## src/rtl/inferno_stick_decoder_if.sv

```systemverilog
// Per-player control bundle: raw stick/pad inputs in, cabinet run/aim/trigger codes out.
interface inferno_stick_decoder_if;
    logic [15:0] analog_l;
    logic [15:0] analog_r;
    logic [3:0]  dpad;
    logic [3:0]  aim_btn;
    logic        trigger_btn;
    logic        aimfire_en;
    logic [3:0]  btn_run;
    logic [3:0]  btn_aim;
    logic        btn_trigger;

    modport master (
        output analog_l, analog_r, dpad, aim_btn, trigger_btn, aimfire_en,
        input  btn_run, btn_aim, btn_trigger
    );

    modport slave (
        input  analog_l, analog_r, dpad, aim_btn, trigger_btn, aimfire_en,
        output btn_run, btn_aim, btn_trigger
    );
endinterface

```

## src/rtl/inferno_stick_decoder.sv

```systemverilog
// Stick/pad conditioning for one Inferno player: hysteresis, 45-degree
// diagonal mapping, debounce and the aim-fire trigger stretcher.
module inferno_stick_debounce #(
    parameter int CYC = 1024
) (
    input  logic       clock_12,
    input  logic       reset,
    input  logic [3:0] cand,
    output logic [3:0] code
);
    localparam int CW = $clog2(CYC + 1);
    localparam logic [CW-1:0] LAST = CW'(CYC - 1);
    localparam logic [CW-1:0] MAX  = CW'(CYC);

    logic [3:0]    prev;
    logic [CW-1:0] cnt;

    // prev/cnt describe how long the candidate has held still
    always_ff @(posedge clock_12) begin
        if (reset) begin
            prev <= '0;
            cnt  <= '0;
            code <= '0;
        end else begin
            prev <= cand;
            if (cand != prev)
                cnt <= '0;
            else if (cnt != MAX)
                cnt <= cnt + CW'(1);
            if (cnt == LAST && prev != code)
                code <= prev;
        end
    end
endmodule

module inferno_stick_decoder #(
    parameter int THRESH_ON    = 24,
    parameter int THRESH_OFF   = 16,
    parameter int DEBOUNCE_CYC = 1024,
    parameter int HOLD_CYC     = 60000
) (
    input  logic clock_12,
    input  logic reset,
    inferno_stick_decoder_if.slave io
);
    typedef enum logic [1:0] {AX_CENTER, AX_POS, AX_NEG} axis_t;
    typedef enum logic [1:0] {TR_IDLE, TR_FIRE, TR_HOLD} trig_t;

    localparam int HW = (HOLD_CYC > 1) ? $clog2(HOLD_CYC) : 1;
    localparam logic [HW-1:0] HOLD_LOAD = HW'(HOLD_CYC - 1);
    localparam logic signed [8:0] ON_P  = 9'(THRESH_ON);
    localparam logic signed [8:0] ON_N  = -ON_P;
    localparam logic signed [8:0] OFF_P = 9'(THRESH_OFF);
    localparam logic signed [8:0] OFF_N = -OFF_P;

    function automatic axis_t step_axis(axis_t s, logic [7:0] raw);
        logic signed [8:0] v;
        v = $signed({raw[7], raw});
        step_axis = s;
        unique case (s)
            AX_CENTER: begin
                if (v > ON_P)
                    step_axis = AX_POS;
                else if (v < ON_N)
                    step_axis = AX_NEG;
            end
            AX_POS:  if (v < OFF_P) step_axis = AX_CENTER;
            AX_NEG:  if (v > OFF_N) step_axis = AX_CENTER;
            default: step_axis = AX_CENTER;
        endcase
    endfunction

    // {UR, DL, UL, DR}
    function automatic logic [3:0] diag(axis_t y, axis_t x);
        diag = {y == AX_NEG && x == AX_POS,
                y == AX_POS && x == AX_NEG,
                y == AX_NEG && x == AX_NEG,
                y == AX_POS && x == AX_POS};
    endfunction

    logic [15:0] al_q, ar_q;
    logic [3:0]  dpad_q, dpad_qq, aimb_q, aimb_qq;
    logic        trig_q, af_q, af_d;
    axis_t       lx, ly, rx, ry;
    logic [3:0]  run_cand, aim_cand, run_code, aim_code;
    trig_t       tr_state;
    logic [HW-1:0] hold_cnt;
    logic        trg;

    // buttons get a second stage so they line up with the classifiers
    always_ff @(posedge clock_12) begin
        if (reset) begin
            al_q    <= '0;
            ar_q    <= '0;
            dpad_q  <= '0;
            dpad_qq <= '0;
            aimb_q  <= '0;
            aimb_qq <= '0;
            trig_q  <= 1'b0;
            af_q    <= 1'b0;
            lx      <= AX_CENTER;
            ly      <= AX_CENTER;
            rx      <= AX_CENTER;
            ry      <= AX_CENTER;
        end else begin
            al_q    <= io.analog_l;
            ar_q    <= io.analog_r;
            dpad_q  <= io.dpad;
            dpad_qq <= dpad_q;
            aimb_q  <= io.aim_btn;
            aimb_qq <= aimb_q;
            trig_q  <= io.trigger_btn;
            af_q    <= io.aimfire_en;
            lx      <= step_axis(lx, al_q[7:0]);
            ly      <= step_axis(ly, al_q[15:8]);
            rx      <= step_axis(rx, ar_q[7:0]);
            ry      <= step_axis(ry, ar_q[15:8]);
        end
    end

    assign run_cand = (lx != AX_CENTER || ly != AX_CENTER) ?
                      diag(ly, lx) : dpad_qq;
    assign aim_cand = diag(ry, rx) | aimb_qq;

    inferno_stick_debounce #(.CYC(DEBOUNCE_CYC)) u_run_db (
        .clock_12 (clock_12),
        .reset    (reset),
        .cand     (run_cand),
        .code     (run_code)
    );

    inferno_stick_debounce #(.CYC(DEBOUNCE_CYC)) u_aim_db (
        .clock_12 (clock_12),
        .reset    (reset),
        .cand     (aim_cand),
        .code     (aim_code)
    );

    // manual mode or a mode toggle parks the FSM and passes the button through
    always_ff @(posedge clock_12) begin
        if (reset) begin
            tr_state <= TR_IDLE;
            hold_cnt <= '0;
            af_d     <= 1'b0;
            trg      <= 1'b0;
        end else begin
            af_d <= af_q;
            if (!af_q || !af_d) begin
                tr_state <= TR_IDLE;
                hold_cnt <= '0;
                trg      <= af_q ? 1'b0 : trig_q;
            end else begin
                unique case (tr_state)
                    TR_IDLE: begin
                        if (aim_code != '0) begin
                            tr_state <= TR_FIRE;
                            trg      <= 1'b1;
                        end else begin
                            trg <= 1'b0;
                        end
                    end
                    TR_FIRE: begin
                        trg <= 1'b1;
                        if (aim_code == '0) begin
                            tr_state <= TR_HOLD;
                            hold_cnt <= HOLD_LOAD;
                        end
                    end
                    TR_HOLD: begin
                        if (aim_code != '0) begin
                            tr_state <= TR_FIRE;
                        end else if (hold_cnt == '0) begin
                            tr_state <= TR_IDLE;
                            trg      <= 1'b0;
                        end else begin
                            hold_cnt <= hold_cnt - HW'(1);
                        end
                    end
                    default: begin
                        tr_state <= TR_IDLE;
                        trg      <= 1'b0;
                    end
                endcase
            end
        end
    end

    assign io.btn_run     = {run_code[2], run_code[0], run_code[1], run_code[3]};
    assign io.btn_aim     = {aim_code[2], aim_code[0], aim_code[1], aim_code[3]};
    assign io.btn_trigger = trg;
endmodule
```

## src/flat_wrapper.sv

```systemverilog
// flat-port wrapper written by rule: the top's interface ports become plain ports
module inferno_stick_decoder_flat 
#(
    parameter int THRESH_ON    = 24,
    parameter int THRESH_OFF   = 16,
    parameter int DEBOUNCE_CYC = 1024,
    parameter int HOLD_CYC     = 60000
)
  (clock_12, reset, io_analog_l, io_analog_r, io_dpad, io_aim_btn, io_trigger_btn, io_aimfire_en, io_btn_run, io_btn_aim, io_btn_trigger);
  inferno_stick_decoder_if io_i ();
  input  logic clock_12;
  input  logic reset;
  input wire logic [$bits(io_i.analog_l)-1:0] io_analog_l;
  input wire logic [$bits(io_i.analog_r)-1:0] io_analog_r;
  input wire logic [$bits(io_i.dpad)-1:0] io_dpad;
  input wire logic [$bits(io_i.aim_btn)-1:0] io_aim_btn;
  input wire logic [$bits(io_i.trigger_btn)-1:0] io_trigger_btn;
  input wire logic [$bits(io_i.aimfire_en)-1:0] io_aimfire_en;
  output wire logic [$bits(io_i.btn_run)-1:0] io_btn_run;
  output wire logic [$bits(io_i.btn_aim)-1:0] io_btn_aim;
  output wire logic [$bits(io_i.btn_trigger)-1:0] io_btn_trigger;
  assign io_i.analog_l = io_analog_l;
  assign io_i.analog_r = io_analog_r;
  assign io_i.dpad = io_dpad;
  assign io_i.aim_btn = io_aim_btn;
  assign io_i.trigger_btn = io_trigger_btn;
  assign io_i.aimfire_en = io_aimfire_en;
  assign io_btn_run = io_i.btn_run;
  assign io_btn_aim = io_i.btn_aim;
  assign io_btn_trigger = io_i.btn_trigger;
  inferno_stick_decoder #(.THRESH_ON(THRESH_ON), .THRESH_OFF(THRESH_OFF), .DEBOUNCE_CYC(DEBOUNCE_CYC), .HOLD_CYC(HOLD_CYC)) u_core (.clock_12(clock_12), .reset(reset), .io(io_i));
endmodule
```

## config.mk

```make
export PLATFORM = sky130hd
export DESIGN_NAME = inferno_stick_decoder_flat
export DESIGN_NICKNAME = d
export VERILOG_FILES = /design/src/rtl/inferno_stick_decoder_if.sv /design/src/rtl/inferno_stick_decoder.sv /design/src/flat_wrapper.sv
export SDC_FILE = /design/constraint.sdc
export NUM_CORES = 1
export LEC_CHECK = 0
export BUFFER_PORTS_ARGS = -buffer_cell sky130_fd_sc_hd__buf_2
export CELL_PAD_IN_SITES_DETAIL_PLACEMENT = 0
export CELL_PAD_IN_SITES_GLOBAL_PLACEMENT = 1
export CORE_MARGIN = 2
export CORE_UTILIZATION = 32
export DETAILED_ROUTE_END_ITERATION = 16
export PLACE_DENSITY_LB_ADDON = 0.15
export SLEW_MARGIN = 20
export SYNTH_ARGS = -nofsm -noshare
export SYNTH_HDL_FRONTEND = slang
export SYNTH_SLANG_ARGS = --single-unit
```

## constraint.sdc

```tcl
create_clock -name clock_12 -period 2.5 [get_ports clock_12]
set_input_delay 0.5 -clock clock_12 [delete_from_list [all_inputs] [get_ports clock_12]]
set_output_delay 0.5 -clock clock_12 [all_outputs]
set_load 0.05 [all_outputs]
```

Word level (Yosys, flattened, before mapping)
Cells that the tools add are included.
Widths: inputs -> output; s select.
{ "word_totals": {"output_inout_bits": 9, "reg_bits": 116, "in_bits": 44, "wordCells": 150} }
{ "classes": {"bitwise": 1, "reduce_logical": 35, "mux": 36, "order_cmp": 16, "n_eq_ne": 37, "n_addsub": 3} }
{ "op_table": {"columns": ["cell", "count"], "rows": [
  ["$lt 8x6->1 const B", 8],
  ["$mux 16", 3],
  ["$mux 2", 20],
  ["$gt 8x5->1 const B", 4],
  ["$gt 8x6->1 const B", 4],
  ["$pmux 16 s2", 1],
  ["$pmux 2 s3", 5],
  ["$add 11x1->11 const B", 2],
  ["$eq 11x10->1 const B", 2],
  ["$ne 11x11->1 const B", 2],
  ["$ne 2x1->1 const B", 10],
  ["$ne 3x1->1 const B", 6],
  ["$logic_not 16->1", 1],
  ["$ne 4x4->1", 4],
  ["$sub 16x1->16 const B", 1],
  ["$reduce_and 3->1", 5],
  ["$eq 2x1->1 const B", 5],
  ["$eq 2x2->1 const B", 5],
  ["$logic_and 1x1->1", 10],
  ["$logic_not 2->1", 5],
  ["$reduce_bool 2->1", 3],
  ["$reduce_or 2->1", 3],
  ["$mux 1", 5],
  ["$logic_not 4->1", 1],
  ["10 further kinds", 13]
]} }

Longest topological paths before layout
{ "logic_depth": {"ltp_word": 5, "mapped_depth": 7, "depth_no_buf": 7} }

By module
A second synthesis with hierarchy kept.
{ "unflattened": {"hier_cells": 485, "area_unflattened_um2": 4919.7} }
{ "by_module_without_submodules": {"columns": ["module", "n_inst", "seq_area_each_um2", "area_per_inst_um2", "cells_each"], "rows": [
  ["inferno_stick_decoder", 1, 1561.5, 2922.8, 289],
  ["inferno_stick_debounce", 2, 380.4, 998.5, 98]
]} }

Worst setup path after synthesis
Ideal clock, no wire load.
{ "synth_timing": {"path_type": "reg-to-reg", "start": "register u_core.u_aim_db.code[3]", "end": "register u_core.hold_cnt[13]", "required_ns": 2.430, "setup_time_ns": 0.070, "synth_period_minus_slack_ns": 1.972, "arrival_time_ns": 1.901, "path_slack_ns": 0.528, "n_path_buf": 0, "stages_incl_launch_ff": 6, "path_cell_list": "dfxtp_1 > or4_1 > nor4b_4 > nand4b_1 > xor2_1 > a21oi_1"} }
{ "synth_between": {"elab_chain_cells": 3, "word_cells_on_any_way": 5, "cone_classes": "eq/ne: 2; reduce/logical: 3"} }
{ "synth_rtl": {"columns": ["element", "line_no", "text"], "rows": [
  ["start, declared", "inferno_stick_decoder.sv:9", "output logic [3:0] code"],
  ["start signal, assigned", "inferno_stick_decoder.sv:31", "code <= prev;"],
  ["$reduce_bool 4->1 / $logic_not 4->1 (equally long branches)", "inferno_stick_decoder.sv:170, inferno_stick_decoder.sv:164", null],
  ["$ne 2x2->1 (no source line) / $ne 2x1->1 (equally long branches)", null, null],
  ["$reduce_and 4->1 (no source line) *", null, null],
  ["end signal, assigned", "inferno_stick_decoder.sv:176", "hold_cnt <= hold_cnt - HW'(1);"],
  ["end, declared", "inferno_stick_decoder.sv:87", "logic [HW-1:0] hold_cnt;"]
]} }
Every way passes the cells marked *; elsewhere a longest branch is shown, timed or not.
A chain may end at the register's enable or synchronous reset.

Worst setup path after layout
{ "layout_timing": {"start": "register u_core.hold_cnt[0]", "end": "register u_core.hold_cnt[0]"} }
{ "layout_between": {"elab_chain_cells": 4, "word_cells_on_any_way": 7, "cone_classes": "add/sub: 1; eq/ne: 1; mux: 3; reduce/logical: 2"} }
{ "layout_rtl": {"columns": ["element", "line_no", "text"], "rows": [
  ["$sub 16x1->16", "inferno_stick_decoder.sv:176", null],
  ["$mux 16", "inferno_stick_decoder.sv:172", "end else if (hold_cnt == '0) begin"],
  ["$mux 16", "inferno_stick_decoder.sv:170", "if (aim_code != '0) begin"],
  ["$pmux 16 s2", "inferno_stick_decoder.sv:153", "unique case (tr_state)"]
]} }
Parallel ways exist; a longest one is shown, timed or not. The select of a mux whose other input is x is not followed.

==> impl_results.md <==
* Commonest non-fill, non-tap cell in the layout: dfxtp_1
* Ports at 53
* Reg power frac at between 40% and 50%
* Wire per inst at around 12 um
* Post-synth top flop: dfxtp_1
* Max Slew Vio Count at 0
* TritonCTS buffer count at 17
* Pre-antenna DRT Iters at 7
* Via density at 4.69
* Sequential area share after synthesis at about half
* First-pass GRT wire length at ~15000 um
* Root buffer cell: clkbuf_16
* Final RePlAce weighted congestion at 0.761
* Final Setup Violations at 0
* Final Cycle Share at between 80% and 90%
* Die height at about 120 um
* Xor/xnor share of the synthesized area at ~6.0%
* P_int at between 0.003 and 0.004 W
* Sw Ratio at a little over a fifth
* Fraction of layout cells with a size suffix above 1 at between 10% and 20%
* DRT Wirelength at about 8800 um
* GRT Util Overall at 13.0%
* DRT met1 WL at 4150 um
* Required time of the critical path at 2.78 ns
* Area growth syn-to-layout at 22.6%
* Clk_lat worst skew at between 0.4 and 0.5 ns
* Placed inst area at 4970 um2
* Sw power at between 0.0009 and 0.001 W
* Setup skew after layout at slightly above 0.008 ns
* Input/output buffers at 52
* WL met3 at ~480 um
* Antenna violations before repair at 1
* Postcts setup bufs at 0
* Drt drc at 0
* Largest net degree at the start of global routing at 60
* CTS tree: done
* Initial core utilization at about a third
* Core Region at roughly 14000 um2
* Critical path peak fanout at 8
* Min Clock Period, post-route at 2.08 ns
* Post-layout instance area at between 5000 and 6000 um2
* PwrDens at around 800 nW/um2
* Peak Freq at ~480 MHz
* DP HPWL at between 6000 and 7000 um
* Uppermost layer routed: met5
* Met2 wire len at 4050 um
* Clk pwr share at 52.6%
* Hold path depth at 2
* DIE AREA at approximately 15000 um2
* Die width at 123 um
* Vias in the first global route at roughly 3300
* DRT iter0 DRCs at ~190
* Pleak at between 2 and 2.5 nW
* Gr ovfl total at 0
* Area share of the largest cell type after synthesis at just over 50%
* Antenna viol nets, final at 0
* Unique masters post-synth at 50
* R2R depth at 7
* Synth Area in Adders at under 10%
* FF+latch count, synth at roughly 120
* Fillers at roughly 1400
* Rows at 43
* H-tree depth at 4
* CP endpoint kind: register
* Post-CTS sizing at 0
* Synth Area in Compound Gates at roughly a tenth
* Fraction of registers with async set/reset at 0%
* Largest family of logic cells by synthesized area: simple AND/OR/NAND/NOR gates
* Number of synthesized flops with an enable pin at 0
* Synth Warn # at 0
* Status: complete, no violations
* Relative slew slack at 58.1%
* Clock Pin Slew Worst Setup and Hold Paths at 0.05 ns
* MaxCap Viol Count at 0
* Max VDD drop at roughly 0.55 mV
* Simple-gate share of the synthesized area at between 20% and 30%
* Clock buffer depth at 2
* Syn Std Cell Area at between 4000 and 5000 um2
* Top cells by area, synth: dfxtp_1, nor2b_1, nor2_1
* # clock sinks at ~120
* Part of the power in combinational logic at ~3.8%
* Final Hold Viols at 0
* Mapped Cells at 472
* CP Launch Type: register
* Most frequent cells in the layout: dfxtp_1, nor2_1, nor2b_1, buf_2, a21oi_1
* Area leader, netlist: dfxtp_1
* Via Count at between 3000 and 4000
* Syn_nets at approximately 520
* Setup CP Type: reg -> reg
* Antenna diode count at 0
* Post-synthesis mux area share at about 1.6%
* WP data arrival at about 2.4 ns
* Syn Area/Cell at 9.62 um2
* Nets at around 580
* Hold-fix buffers, CTS at 0
* Worst Tran Pin Value at between 0.6 and 0.7 ns
* RSZ-0062 raised after global routing: no
* Hold WC Path Type: in -> reg
* Setup TNS at 0 ns
-- per-layer routing --
metal,track usage [%],vias to the layer above
met4,6.04,2
li1,-,1781
met3,5.40,15
met1,15.4,1511
met2,20.5,69
met5,0,-
-- final timing paths --
| check | start | endpoint | slack, ns |
|---|---|---|---|
| worst max-delay path | u_core.hold_cnt[0]$_SDFFE_PP0P_ | u_core.hold_cnt[0]$_SDFFE_PP0P_ | 0.42 |
| worst min-delay path | io_aim_btn[1] | u_core.aimb_q[1]$_SDFF_PP0_ | 0.29 |
| worst max register to register | u_core.hold_cnt[0]$_SDFFE_PP0P_ | u_core.hold_cnt[0]$_SDFFE_PP0P_ | 0.42 |
| worst min register to register | u_core.al_q[7]$_SDFF_PP0_ | u_core.lx[0]$_SDFFE_PP0P_ | 0.42 |
-- state kept, by name, summed over array words and instances (netlist names), 11 cells and up --
register,flops
u_core.al_q,16
u_core.ar_q,16
u_core.hold_cnt,16
u_core.u_aim_db.cnt,11
u_core.u_run_db.cnt,11
-- kinds of logic (layout without fill, tap and decap cells) --
kind of cell	after synthesis	in the layout
AOI/OAI and AO/OA	69	69
and+or+nand+nor	219	219
DFF	116	116
xor gates and xnor gates	31	31
adders and majority gates	5	5
muxes	7	7
buffers and inverters	25	94
-- through the flow --
step | utilization [%] | power, W | hold WS (ns) | worst slack (ns) | std cells
floorplan | - | 0.00211 | 0.397 | 0.528 | 472
global placement | 35.8 | 0.00217 | 0.409 | 0.517 | 689
detailed placement | 35.8 | 0.00218 | 0.415 | 0.445 | 689
CTS | 40.1 | 0.00458 | 0.279 | 0.392 | 721
global route | 40.1 | 0.00469 | 0.284 | 0.227 | 721
finish | 40.1 | 0.00451 | 0.292 | 0.417 | 721
-- synth_stat cells (all sizes together) (2+ instances only) --
| master | n |
|---|---|
| xnor2 | 15 |
| nand4b | 3 |
| and3 | 7 |
| o21ai | 12 |
| o2bb2ai | 2 |
| nor4 | 10 |
| nor4b | 10 |
| nand4 | 6 |
| a21oi | 22 |
| ha | 5 |
| nand2b | 2 |
| a2111oi | 5 |
| o211ai | 5 |
| inv | 7 |
| mux2i | 5 |
| clkbuf | 13 |
| nor3 | 7 |
| and2 | 2 |
| a211oi | 5 |
| mux2 | 2 |
| and2b | 2 |
| nand2 | 20 |
| nor3b | 4 |
| xor2 | 16 |
| dfxtp | 116 |
| o31a | 4 |
| buf | 5 |
| a31oi | 2 |
| o41ai | 5 |
| nand3 | 13 |
| or4 | 9 |
| nor2 | 61 |
| nor2b | 59 |
-- final cells by class --
type                       count  area, um2  area share [%]
sequential                   116       2320            41.7
clock inverter                 8       98.8            1.78
tap                          180        225            4.05
timing repair buffer          55        283            5.08
multi-input combinational    331       2120            38.0
clock buffer                  24        492            8.84
inverter                       7       26.3           0.472
-- power groups by stage --
stage | registers [W] | clock network (W) | logic, W
after floorplan | 0.00198 | 0 | 0.000127
after global placement | 0.00200 | 0 | 0.000173
after detailed placement | 0.00200 | 0 | 0.000177
after CTS | 0.00196 | 0.00244 | 0.000177
after global routing | 0.00197 | 0.00252 | 0.000199
final | 0.00196 | 0.00237 | 0.000172
-- critical path, stage by stage (launching register included) --
cell and delay [ns]:
dfxtp_1 0.34, inv_1 0.07, ha_1 0.25, or3b_2 0.51
nor4_4 0.39, nor2_2 0.11, nor3_1 0.21, a211oi_1 0.07
(Power assumes the default switching activity.)
